==> src/rtl/bin_to_bcd_seq.sv <==
// Sequential binary-to-BCD converter (shift-and-add-3), one bit per clock.
// Optional leading-zero mask output enabled by defining BIN2BCD_BLANK_EN.
module bin_to_bcd_seq #(
    parameter int unsigned BIN_W  = 8,
    parameter int unsigned DIGITS = 3
) (
    input  logic                  clk,
    input  logic                  rst,
    input  logic                  start,
    input  logic [BIN_W-1:0]      bin_in,
    output logic                  busy,
    output logic                  done,
`ifdef BIN2BCD_BLANK_EN
    output logic [DIGITS-1:0]     lz_mask,
`endif
    output logic [4*DIGITS-1:0]   bcd_out
);

    localparam int unsigned BCD_W = 4 * DIGITS;
    localparam int unsigned CNT_W = $clog2(BIN_W + 1);

    // True when DIGITS decimal digits can hold the largest BIN_W-bit value.
    function automatic bit digits_ok();
        longint unsigned p;
        longint unsigned max_v;
        p     = 64'd1;
        max_v = (BIN_W >= 64) ? {64{1'b1}} : ((64'd1 << BIN_W) - 64'd1);
        for (int i = 0; i < int'(DIGITS); i++) begin
            if (p > max_v) break;
            p = p * 64'd10;
        end
        return p > max_v;
    endfunction

    generate
        if (!digits_ok()) begin : g_bad_digits
            $error("bin_to_bcd_seq: DIGITS too small for BIN_W");
        end
    endgenerate

    typedef enum logic {IDLE = 1'b0, CONV = 1'b1} state_t;

    state_t             state_q;
    state_t             state_d;
    logic [BIN_W-1:0]   bin_q;
    logic [BIN_W-1:0]   bin_d;
    logic [BCD_W-1:0]   bcd_q;
    logic [BCD_W-1:0]   bcd_d;
    logic [CNT_W-1:0]   cnt_q;
    logic [CNT_W-1:0]   cnt_d;
    logic [BCD_W-1:0]   out_d;
    logic               done_d;
    logic [BCD_W-1:0]   adj;
    logic [BCD_W-1:0]   shift_bcd;
    logic [BIN_W-1:0]   shift_bin;
    logic               last;
`ifdef BIN2BCD_BLANK_EN
    logic [DIGITS-1:0]  lz_d;

    // Digit i (i >= 1) is blank when it and every digit above it are zero.
    function automatic logic [DIGITS-1:0] lz_of(input logic [BCD_W-1:0] v);
        logic [DIGITS-1:0] m;
        logic              zero_above;
        m          = '0;
        zero_above = 1'b1;
        for (int i = int'(DIGITS) - 1; i >= 1; i--) begin
            zero_above = zero_above && (v[4*i +: 4] == 4'd0);
            m[i]       = zero_above;
        end
        return m;
    endfunction
`endif

    // Add-3 correction on every working digit, then the joint left shift.
    always_comb begin
        adj = bcd_q;
        for (int i = 0; i < int'(DIGITS); i++) begin
            if (bcd_q[4*i +: 4] >= 4'd5) begin
                adj[4*i +: 4] = bcd_q[4*i +: 4] + 4'd3;
            end
        end
    end

    assign shift_bcd = {adj[BCD_W-2:0], bin_q[BIN_W-1]};
    assign shift_bin = bin_q << 1;
    assign last      = (cnt_q == CNT_W'(1));

    always_ff @(posedge clk) begin
        if (rst) begin
            state_q <= IDLE;
        end else begin
            state_q <= state_d;
        end
    end

    always_comb begin
        state_d = state_q;
        case (state_q)
            IDLE:    if (start) state_d = CONV;
            CONV:    if (last)  state_d = IDLE;
            default: state_d = IDLE;
        endcase
    end

    always_comb begin
        bin_d  = bin_q;
        bcd_d  = bcd_q;
        cnt_d  = cnt_q;
        done_d = 1'b0;
        out_d  = bcd_out;
`ifdef BIN2BCD_BLANK_EN
        lz_d   = lz_mask;
`endif
        case (state_q)
            IDLE: begin
                if (start) begin
                    bin_d = bin_in;
                    bcd_d = '0;
                    cnt_d = CNT_W'(BIN_W);
                end
            end
            CONV: begin
                bin_d = shift_bin;
                bcd_d = shift_bcd;
                cnt_d = cnt_q - CNT_W'(1);
                if (last) begin
                    done_d = 1'b1;
                    out_d  = shift_bcd;
`ifdef BIN2BCD_BLANK_EN
                    lz_d   = lz_of(shift_bcd);
`endif
                end
            end
            default: ;
        endcase
    end

    always_ff @(posedge clk) begin
        if (rst) begin
            bin_q   <= '0;
            bcd_q   <= '0;
            cnt_q   <= '0;
            busy    <= 1'b0;
            done    <= 1'b0;
            bcd_out <= '0;
`ifdef BIN2BCD_BLANK_EN
            lz_mask <= '0;
`endif
        end else begin
            bin_q   <= bin_d;
            bcd_q   <= bcd_d;
            cnt_q   <= cnt_d;
            busy    <= (state_d == CONV);
            done    <= done_d;
            bcd_out <= out_d;
`ifdef BIN2BCD_BLANK_EN
            lz_mask <= lz_d;
`endif
        end
    end

endmodule
==> config.mk <==
export PLATFORM = sky130hd
export DESIGN_NAME = bin_to_bcd_seq
export DESIGN_NICKNAME = d
export VERILOG_FILES = /design/src/rtl/bin_to_bcd_seq.sv
export SDC_FILE = /design/constraint.sdc
export NUM_CORES = 1
export LEC_CHECK = 0
export CORE_UTILIZATION = 35
export DETAILED_ROUTE_END_ITERATION = 16
export GPL_TIMING_DRIVEN = 0
export PLACE_DENSITY = 0.65
export SLEW_MARGIN = 0
export SYNTH_ARGS = -nofsm -noshare
export SYNTH_HDL_FRONTEND = slang
export SYNTH_SLANG_ARGS = --single-unit
==> constraint.sdc <==
create_clock -name clk -period 1.7 [get_ports clk]
set_clock_uncertainty 0.1 [all_clocks]
set_input_delay 0.34 -clock clk [delete_from_list [all_inputs] [get_ports clk]]
set_output_delay 0.34 -clock clk [all_outputs]
set_load 0.005 [all_outputs]
==> summary by stage <==
Die
The floorplan has 25 rows. The area inside the core boundary is 4690 um2. For this configuration, the core starts out at a cell density of 36.3%. 25 I/O pins were placed. From left edge to right edge, the die measures 71.8 um. The overall die area is 5150 um2. The floorplan step set the die height to 71.8 um.

Final layout
The final non-filler cell total is 268. In the final design database the tool counted 232 nets. Of the cells placed in the final design, the portion with a size suffix greater than 1 is 9.81%. 0 antenna diodes ended up in the layout. The post-synthesis to final-layout area growth is 24.1%. Measured on the finished design, the core utilization comes to 45.0%.

Critical path
STA classifies the critical path endpoint as a flop. The cell count along the critical path is 6. The type of the setup path with the least slack is flop to flop. The worst setup path is launched from a flop. The startpoint of the worst-slack reg-to-reg timing path is bcd_q[4]$_SDFFE_PP0P_. The worst register-to-register path ends at bcd_q[6]$_SDFFE_PP0P_. Walking the worst path, the cells encountered are inv_1 -> ha_1 -> nand2b_1 -> a21o_1 -> mux2_4 -> o21ai_2.

The cell with the largest stage delay on the worst path is sky130_fd_sc_hd__dfxtp_1. The buffering stage count on the worst path with inverters included is 1. Of all nets on the critical path, the largest fanout is 5. The cell family with the largest share of critical-path delay is flip-flops. The worst path arrival time is 1.73 ns. The worst-case reg-to-reg path depth is 6.

For the worst setup path, the data required time is 1.82 ns. The maximum cell stage delay along the critical path is 0.41 ns. The setup check on the worst reg-to-reg path leaves a slack of 0.1 ns.

Global routing
The number of global-route vias before repair was 1297. The first global-routing pass estimated 5910 um of wire. Global routing consumed, on the met1 layer, 19.5% of the routing resources. Global routing used 4.50% of the available met3 tracks. In the global route stage, overall resource usage came out at 14.8%. The number of antenna violations at the first check in global routing is 0. The largest net degree at the start of global routing is 12.

The total grt overflow is 0. In the global route stage, met2 resource usage came out at 23.0%. The global routing stage identified its most utilized layer as met2.

CTS
For the worst-skew pair, the clock arrives at the later sink with an insertion delay of 0.29 ns. In this run the deepest clock path goes through 2 buffers. In this run, CTS created clock tree buffers numbering 5. The cell sitting at the root of the clock tree is a sky130_fd_sc_hd__clkbuf_8. After clock tree synthesis, the flow added hold-fix buffers numbering 0. TritonCTS built the clock tree. Clock-pin slew was measured on the worst setup and hold paths at 0.07 ns.

The number of setup buffers added after CTS is 0. The clock tree synthesis step divided the H-tree into 2 levels. The clock sink count is 38.

Logic synthesis
The count of mapped cells out of synthesis is 182. The average footprint of a synthesized cell is 9.36 um2. The count of yosys warnings during synthesis is 0.

In the synthesized netlist the dominant register cell turns out to be sky130_fd_sc_hd__dfxtp_1. The cell area that synthesis handed to floorplanning was 1700 um2. After synthesis the netlist holds a flip-flop and latch count of 38. The number of nets in the synthesized netlist is 201. The number of synthesized flops with an enable pin is 0. The proportion of register bits with asynchronous set or reset after synthesis is 0%. After synthesis, the netlist uses 30 different library cells. The share of synthesized area occupied by flip-flops and latches is 44.7%.

Power and ir drop
The reported leakage power is 0.000800 uW. The power density over the cells is 820 nW/um2. Sequential cells burn 53.8% of the power. The clock network is responsible for 36.6% of the overall power. The power dissipated by switching net loads is 417 uW. The maximum vdd ir drop is 0.000465 V. The internal power of the cells is 1310 uW. The portion of total power attributed to combinational logic is 9.6%. Net switching is 24.1% of the power.

Detailed routing
The final layout contains routed wiring with a total length of 3400 um. The average wire per cell in the routed design is 12.7 um. The first detailed-routing pass ran for 10 iterations. For this block, the initial DRC count from the detailed router was 70. In the routed design, unresolved DRC markers number 2. The number of routed nets with antenna violations is 0.

The average vias per placed instance is 5.07. The final route contains 1360 vias.

Placement
Including well taps, the total number of placed cells is 260. Buffers placed on the I/O ports in this run total 24. The congestion estimate from routability-driven global placement came to 0.723. The half-perimeter wire length after detailed placement is 2370 um.

Timing
The final count of hold timing violations is 0. The final-report setup violation count is 0. The max-slew violation total from the final report is 0. Setup repair after global routing left no endpoint under its margin. The worst path uses 94.4% of the clock period.

Across all hold checks on the routed design, the worst slack comes to 0.365 ns. For this run, the top clock speed supported by timing is 623 MHz. The smallest clock period supported by the final layout is computed as 1.60 ns.

The worst slew slack as a fraction of its limit is 60.6%. For the pin with the worst max-slew slack, the measured transition is 0.589 ns.

Run status
The final reports fail on design-rule violations. The flow ran to the end, but the final reports show violations.

Hold path
In this run the most critical hold path is launched from bcd_out[1]$_SDFFE_PP0P_. Counting instances, the worst hold path has a depth of 1. The worst hold path belongs to the class flop to flop. The end point of the worst hold path is bcd_out[1]$_SDFFE_PP0P_.

Flow run
The max-capacitance violation count is 0.
-- flip-flops by register name (all words and copies together) (netlist names) --
register	cells
bin_q	8
done	1
bcd_out	12
cnt_q	4
bcd_q	12
busy	1
-- final cells by class --
cell class	count	area, um2
fillers	459	2580
multi-input cells	125	867
flip-flops and latches	38	761
repair buffers	24	240
clock buffers	7	86.3
well taps	54	67.6
plain buffers	9	48.8
inverters	10	37.5
clock inverters	1	5.00
-- synth_stat cells (all sizes together) (3+ instances only) --
cell	instances	area (um2)
a21oi	18	93.8
o21ai	12	67.6
xnor2	3	26.3
ha	8	100
dfxtp	38	761
nand2b	6	37.5
nor3	8	45.0
inv	10	37.5
a22o	3	26.3
nor2	23	86.3
mux2i	10	100
nor3b	5	37.5
o2bb2ai	9	91.3
buf	7	36.3
nand3	9	45.0
-- cell usage in the layout, fill, tap and decap left out, drive strengths merged, types with 2 or more instances in the layout --
| cell | n |
|---|---|
| clkdlybuf4s50 | 24 |
| ha | 8 |
| nor2 | 23 |
| a21oi | 18 |
| buf | 5 |
| o2bb2ai | 9 |
| clkbuf | 11 |
| dfxtp | 38 |
| a32o | 2 |
| nor3b | 5 |
| a22o | 3 |
| mux2 | 2 |
| nand2b | 6 |
| nor3 | 8 |
| mux2i | 10 |
| inv | 10 |
| xnor2 | 3 |
| o21ai | 12 |
| nand3 | 9 |
| a21o | 2 |
-- power groups by stage --
| stage | clock network, uW | logic, uW | registers (uW) |
|---|---|---|---|
| after floorplan | 0 | 108 | 946 |
| after global placement | 0 | 164 | 950 |
| after detailed placement | 0 | 165 | 950 |
| after CTS | 658 | 166 | 930 |
| after global routing | 691 | 188 | 935 |
| final | 634 | 166 | 932 |
-- routing by layer --
| metal | routed length [um] | vias to the layer above |
|---|---|---|
| li1 | - | 701 |
| met1 | 1660 | 626 |
| met2 | 1580 | 29 |
| met3 | 137 | 4 |
| met4 | 19 | 0 |
| met5 | 0 | - |
-- how the worst max path moves through the flow --
stage	from	endpoint	slack [ns]
floorplan	bcd_q[4]$_SDFFE_PP0P_	bcd_q[6]$_SDFFE_PP0P_	0.21
global placement	start	bin_q[6]$_SDFFE_PP0P_	-0.14
detailed placement	start	bin_q[3]$_SDFFE_PP0P_	-0.16
CTS	bcd_q[4]$_SDFFE_PP0P_	bcd_q[6]$_SDFFE_PP0P_	0.09
global route	cnt_q[1]$_SDFFE_PP0P_	bcd_out[3]$_SDFFE_PP0P_	0.001
finish	bcd_q[4]$_SDFFE_PP0P_	bcd_q[6]$_SDFFE_PP0P_	0.1
-- cell families after synthesis --
logic type / Yosys count / share of synthesized area (%)
AO/OA/AOI/OAI: 49 / 20.1
multiplexers: 12 / 7.64
adder cells (fa/ha/maj): 8 / 5.88
AND/OR/NAND/NOR: 53 / 15.4
flip-flops: 38 / 44.7
buffers and inverters: 19 / 4.78
XOR/XNOR: 3 / 1.54
-- timing repair --
item / in CTS / in global routing
endpoints found under the setup margin: 0 / 4
hold endpoints to repair: 0 / 0
gates resized for setup: 0 / 3
-- through the flow --
step	TNS, ns	setup WS [ns]	instance area, um2	total power, uW
floorplan	0	0.212	1700	1050
global placement	-1.82	-0.144	2010	1110
detailed placement	-1.65	-0.161	2010	1120
CTS	0	0.0871	2100	1750
global route	0	0.00100	2110	1810
finish	0	0.0957	2110	1730
(Power assumes the default switching activity.)
